===== config.mk =====
export PLATFORM = sky130hd
export DESIGN_NAME = gat_feat_reader
export DESIGN_NICKNAME = d
export VERILOG_FILES = /design/src/rtl/gat_feat_reader.sv
export SDC_FILE = /design/constraint.sdc
export NUM_CORES = 1
export LEC_CHECK = 0
export CORE_MARGIN = 2
export CORE_UTILIZATION = 25
export CTS_BUF_LIST = sky130_fd_sc_hd__clkbuf_8
export DETAILED_ROUTE_END_ITERATION = 6
export PLACE_DENSITY = 0.57
export SYNTH_ARGS = -nofsm -noshare
export SYNTH_HDL_FRONTEND = slang
export SYNTH_SLANG_ARGS = --single-unit
export TNS_END_PERCENT = 100

===== constraint.sdc =====
create_clock -name clk -period 3.12 [get_ports clk]
set_clock_uncertainty 0.15 [all_clocks]
set_input_delay 0.624 -clock clk [delete_from_list [all_inputs] [get_ports clk]]
set_output_delay 0.624 -clock clk [all_outputs]
set_load 0.02 [all_outputs]

===== src/rtl/gat_feat_reader.sv =====
// rtl/gat_feat_reader.sv - drains the GAT output-feature BRAM (port B) into a valid/ready stream
//
// Ports:
//   clk, rst                 clock, synchronous active-high reset
//   start, rd_base, rd_count request: first word index and word count (latched in IDLE)
//   busy, done               status: busy while reading, one-cycle done pulse
//   feat_bram_enb/addrb/dout BRAM read port, byte address = word index << 2
//   m_data/m_valid/m_ready   output stream (first-word-fall-through FIFO head)
//   m_last, m_node_last      final word of request / final feature of a node
module gat_feat_reader #(
    parameter int DATA_WIDTH         = 8,
    parameter int NUM_SUBGRAPHS      = 2708,
    parameter int NUM_FEATURE_OUT    = 16,
    parameter int NEW_FEATURE_DEPTH  = NUM_SUBGRAPHS * NUM_FEATURE_OUT,
    parameter int NEW_FEATURE_ADDR_W = $clog2(NEW_FEATURE_DEPTH),
    parameter int RD_LATENCY         = 2,
    parameter int FIFO_DEPTH         = 4
) (
    input  logic                          clk,
    input  logic                          rst,
    input  logic                          start,
    input  logic [NEW_FEATURE_ADDR_W-1:0] rd_base,
    input  logic [NEW_FEATURE_ADDR_W:0]   rd_count,
    output logic                          busy,
    output logic                          done,
    output logic                          feat_bram_enb,
    output logic [NEW_FEATURE_ADDR_W+1:0] feat_bram_addrb,
    input  logic [31:0]                   feat_bram_dout,
    output logic [DATA_WIDTH-1:0]         m_data,
    output logic                          m_valid,
    input  logic                          m_ready,
    output logic                          m_last,
    output logic                          m_node_last
);
    localparam int AW = NEW_FEATURE_ADDR_W;
    localparam int CW = $clog2(FIFO_DEPTH + RD_LATENCY + 1);
    localparam int PW = (FIFO_DEPTH > 1) ? $clog2(FIFO_DEPTH) : 1;

    typedef enum logic [1:0] {IDLE, ISSUE, DRAIN, FINISH} state_t;

    state_t                 state, state_nx;
    logic [AW-1:0]          idx;
    logic [AW:0]            remaining;
    logic [AW+1:0]          addr_q;
    logic [RD_LATENCY-1:0]  pipe_v, pipe_last, pipe_nl;
    logic [DATA_WIDTH-1:0]  fifo_data [FIFO_DEPTH];
    logic                   fifo_last [FIFO_DEPTH];
    logic                   fifo_nl   [FIFO_DEPTH];
    logic [PW-1:0]          head, tail;
    logic [CW-1:0]          fifo_count, inflight;
    logic                   last_done, issue, push, pop, idx_node_last;

    function automatic logic [PW-1:0] ptr_inc(input logic [PW-1:0] p);
        return (p == PW'(FIFO_DEPTH - 1)) ? '0 : p + PW'(1);
    endfunction

    always_comb begin
        inflight = '0;
        for (int i = 0; i < RD_LATENCY; i++) begin
            inflight = inflight + CW'(pipe_v[i]);
        end
    end

    // Credit rule: every read in flight already owns a FIFO slot, so the FIFO cannot overflow.
    assign issue = (state == ISSUE) && (remaining != '0) &&
                   ((fifo_count + inflight) < CW'(FIFO_DEPTH));
    assign idx_node_last = ((32'(idx) % NUM_FEATURE_OUT) == (NUM_FEATURE_OUT - 1));
    assign push    = pipe_v[RD_LATENCY-1];
    assign m_valid = (fifo_count != '0);
    assign pop     = m_valid & m_ready;

    // Gated so that the stream outputs read 0 whenever the FIFO is empty.
    assign m_data      = m_valid ? fifo_data[head] : '0;
    assign m_last      = m_valid & fifo_last[head];
    assign m_node_last = m_valid & fifo_nl[head];

    always_comb begin
        state_nx        = state;
        busy            = 1'b0;
        done            = 1'b0;
        feat_bram_enb   = issue;
        feat_bram_addrb = issue ? {idx, 2'b00} : addr_q;
        case (state)
            IDLE: begin
                if (start) state_nx = (rd_count != '0) ? ISSUE : FINISH;
            end
            ISSUE: begin
                busy = 1'b1;
                if (issue && (remaining == (AW+1)'(1))) state_nx = DRAIN;
            end
            DRAIN: begin
                busy = 1'b1;
                if ((inflight == '0) && (fifo_count == '0) && last_done) state_nx = FINISH;
            end
            FINISH: begin
                done     = 1'b1;
                state_nx = IDLE;
            end
            default: state_nx = IDLE;
        endcase
    end

    always_ff @(posedge clk) begin
        if (rst) begin
            state      <= IDLE;
            idx        <= '0;
            remaining  <= '0;
            addr_q     <= '0;
            pipe_v     <= '0;
            pipe_last  <= '0;
            pipe_nl    <= '0;
            head       <= '0;
            tail       <= '0;
            fifo_count <= '0;
            last_done  <= 1'b0;
            for (int i = 0; i < FIFO_DEPTH; i++) begin
                fifo_data[i] <= '0;
                fifo_last[i] <= 1'b0;
                fifo_nl[i]   <= 1'b0;
            end
        end else begin
            state <= state_nx;
            if ((state == IDLE) && start) begin
                idx       <= rd_base;
                remaining <= rd_count;
                last_done <= 1'b0;
            end else if (issue) begin
                idx       <= (idx == AW'(NEW_FEATURE_DEPTH - 1)) ? '0 : idx + AW'(1);
                remaining <= remaining - (AW+1)'(1);
                addr_q    <= {idx, 2'b00};
            end

            // Valid/tag pipeline mirrors the BRAM read latency; the exiting slot is captured.
            pipe_v[0]    <= issue;
            pipe_last[0] <= issue && (remaining == (AW+1)'(1));
            pipe_nl[0]   <= issue && idx_node_last;
            for (int i = 1; i < RD_LATENCY; i++) begin
                pipe_v[i]    <= pipe_v[i-1];
                pipe_last[i] <= pipe_last[i-1];
                pipe_nl[i]   <= pipe_nl[i-1];
            end

            if (push) begin
                fifo_data[tail] <= feat_bram_dout[DATA_WIDTH-1:0];
                fifo_last[tail] <= pipe_last[RD_LATENCY-1];
                fifo_nl[tail]   <= pipe_nl[RD_LATENCY-1];
                tail            <= ptr_inc(tail);
            end
            if (pop) begin
                head <= ptr_inc(head);
                if (fifo_last[head]) last_done <= 1'b1;
            end
            case ({push, pop})
                2'b10:   fifo_count <= fifo_count + CW'(1);
                2'b01:   fifo_count <= fifo_count - CW'(1);
                default: fifo_count <= fifo_count;
            endcase
        end
    end

    always_ff @(posedge clk) begin
        if (!rst) begin
            assert (!(push && !pop && (fifo_count == CW'(FIFO_DEPTH))));
        end
    end
endmodule


==> results.yml <==
worst_setup_path:
  r2r_end: "remaining[14]"
  cp_data_arrival_time_ps: 2420
  cp-end-kind: "output pin"
  rrSetupSlack_ps: 370
  start_kind: "register"
  r2r-start: "pipe_v[0]"
  crit_start: "remaining[4]"
  ff2ff_path_depth: 9
  worstSetupPathType: "register to output pin"
  crit_required_ps: 2350
  cp_max_fo: 6
global_route:
  grt_remaining_overflow: 0
  gr-usage-all-layers: 0.126
  grt_use_met2: 0.206
  grtUsageMet1: 0.166
  grt_pass1_wl_um: 23600
  grt_max_degree: 43
  antenna_found_initial: 0
  grt_pass1_vias: 4574
  use_met3: 0.0282
  grt-busiest-layer: "met2"
logic_synthesis:
  synth_compound_area_frac: 0.118
  syn_area_per_cell_um2: 9.63
  syn_inst: 583
  synth.cell_area_um2: 5620
  ys_seq_elements: 109
  synth.area.mux_share: 0.0775
  synth_top_family_by_area: "simple AND/OR/NAND/NOR gates"
  synth_edf_count: 40
  ys_warn_count: 0
  ys.flop_type: "dfxtp_1"
  synth_nets: 668
  synth_simple_gate_area_share: 0.256
  ys_async_sr_fraction: 0
  synth-xor-area-share: 0.0156
  synth_adder_area_share: 0.0370
  ys_types: 56
  synth-seq-area-share: 0.460
placement:
  io_buffers: 76
  place.gp.congestion: 0.837
  place_hpwl_um: 10400
  placedCellCount: 948
clock_network:
  cts_tree: "yes"
  cts_sinks: 109
  clk_pin_slew_worst_paths_ps: 110
  cts_buffers: 9
  cts_buffer_depth: 2
  clk_latency_ps: 400
  htree_levels: 3
  cts-root-buf: "clkbuf_8"
layout:
  area_growth_syn_to_layout_pct: 31.4
  stdcell_count: 968
  fillers: 2269
  final_cell_mix: "66 x nor2_1, 64 x dfxtp_1, 56 x clkdlybuf4s50_1"
  fin_util: 0.336
  antennaDiodeCount: 0
  final_common_cell: "nor2_1"
  nets: 768
  drive_above_1_share: 0.206
run_status:
  violations: "setup timing"
  outcome: "finished with violations"
power:
  p_total_mw: 5.19
  power.density_nw_per_um2: 704
  leakagePower_nw: 2.74
  vdd.ir_drop.worst_mv: 0.307
timing:
  finalSetupViolations: 18
  worst_pin_slew_ps: 646
  setup_slack_ps: -69.2
  slew_viol_final: 0
  period_needed_ps: 3190
  slew_headroom: 0.568
  fin_crit_sh: 1.02
  max_freq_mhz: 314
  rsz0062_at_grt: "yes"
  fin_setup_tns_ps: -532
  hold_viol_final: 0
routing:
  wl_per_cell_um: 15.2
  dr.first_iter.drc_count: 254
  final_antenna_net_count: 0
  drcViolationCount: 0
  viasPerCell: 4.72
  wl_um: 14700
  drt_pre_antenna_iters: 4
  via_count: 4569
floorplanning:
  core_area_um2: 22000
  fp.dieW_um: 154
  core.rowCount: 54
  die_area_um2: 23700
  die_height_um: 154
  start_util: 0.256
  io_pins: 101
hold_path:
  hold_path_depth: 1
  hp-start: "pipe_last[0]"
  hold_end: "pipe_last[1]"
  min_path_type: "register to register"
flow_run:
  drv_cap: 0
where the power goes:
group / internal [mW] / leakage [nW] / switching [mW]
logic: 1.09 / 1.66 / 1.24
registers: 1.69 / 0.979 / 0.240
clock network: 0.389 / 0.105 / 0.549
repair_timing:
action                                  CTS  global route
cloned                                    0             1
hold buffers                              0             0
pin swaps                                11             8
setup buffers                             1             2
resized for setup                       134            21
endpoints found under the setup margin   25            23
registers in the layout, indices dropped and copies added, names as in the netlist, named ones only:
signal      cells
addr_q         18
fifo_count      3
fifo_data      32
fifo_last       4
fifo_nl         4
head            2
idx            16
last_done       1
pipe_last       2
pipe_nl         2
pipe_v          2
remaining      17
state           2
tail            2
synth_stat cells (10+ instances only):
library cell | number | area [µm²]
a211oi_1 | 13 | 97.6
inv_1 | 14 | 52.6
dfxtp_1 | 69 | 1380
ha_1 | 15 | 188
o21ai_0 | 14 | 70.1
mux2i_1 | 21 | 210
clkbuf_1 | 28 | 105
nand2_1 | 60 | 225
nand3_1 | 15 | 75.1
a311oi_1 | 19 | 166
and2_1 | 55 | 344
mux4_2 | 10 | 225
a21oi_1 | 11 | 55.1
edfxtp_1 | 40 | 1200
nor3_1 | 13 | 65.1
nor2_1 | 66 | 248
or4_1 | 11 | 82.6
critical path: stages, from the launching register on:
cell and delay [ps]:
dfxtp_2 340, or4_4 530, or3_4 370, o21ai_4 230
buf_4 170, clkbuf_16 140, nand2_1 60, nand2_2 70
buf_6 110
cell type report:
| class | instances | area (µm²) | area share |
|---|---|---|---|
| multi-input combinational | 423 | 2970 | 0.402 |
| sequential | 109 | 2590 | 0.351 |
| timing repair buffer | 125 | 1200 | 0.163 |
| tap | 280 | 350 | 0.0475 |
| clock buffer | 9 | 124 | 0.0168 |
| clock inverter | 7 | 91.3 | 0.0124 |
| inverter | 15 | 56.3 | 0.00763 |
cells by family (layout without fill, tap and decap cells):
kind of cell	Yosys count	count (layout)
AO/OA/AOI/OAI	90	90
XOR/XNOR	10	10
adder cells (fa/ha/maj)	16	16
buffers and inverters	51	156
flip-flops	109	109
multiplexers	31	31
AND/OR/NAND/NOR	276	276
per-layer routing:
metal,up-vias,wire length (µm)
met3,13,705
met2,106,6710
met4,0,193
met5,-,0
li1,2313,-
met1,2137,7130
worst max-delay path by stage:
stage               cells past startpoint             endpoint  slack [ps]
floorplan                              10   feat_bram_addrb[8]          40
CTS                                     8   feat_bram_addrb[9]         -80
global placement                        7   feat_bram_addrb[4]        -170
detailed placement                     10   feat_bram_addrb[9]        -160
global route                            8  feat_bram_addrb[16]        -150
finish                                  8  feat_bram_addrb[16]         -70
metrics by stage:
| stage | setup WS (ps) | cell area (µm²) | hold WS (ps) |
|---|---|---|---|
| after global routing | -146 | 7380 | 320 |
| after detailed placement | -163 | 6970 | 290 |
| after floorplan | 43.4 | 5620 | 264 |
| after global placement | -167 | 6970 | 281 |
| final | -69.2 | 7380 | 310 |
| after CTS | -79.1 | 7270 | 313 |
No activity file was read; power rests on OpenSTA's default activity.
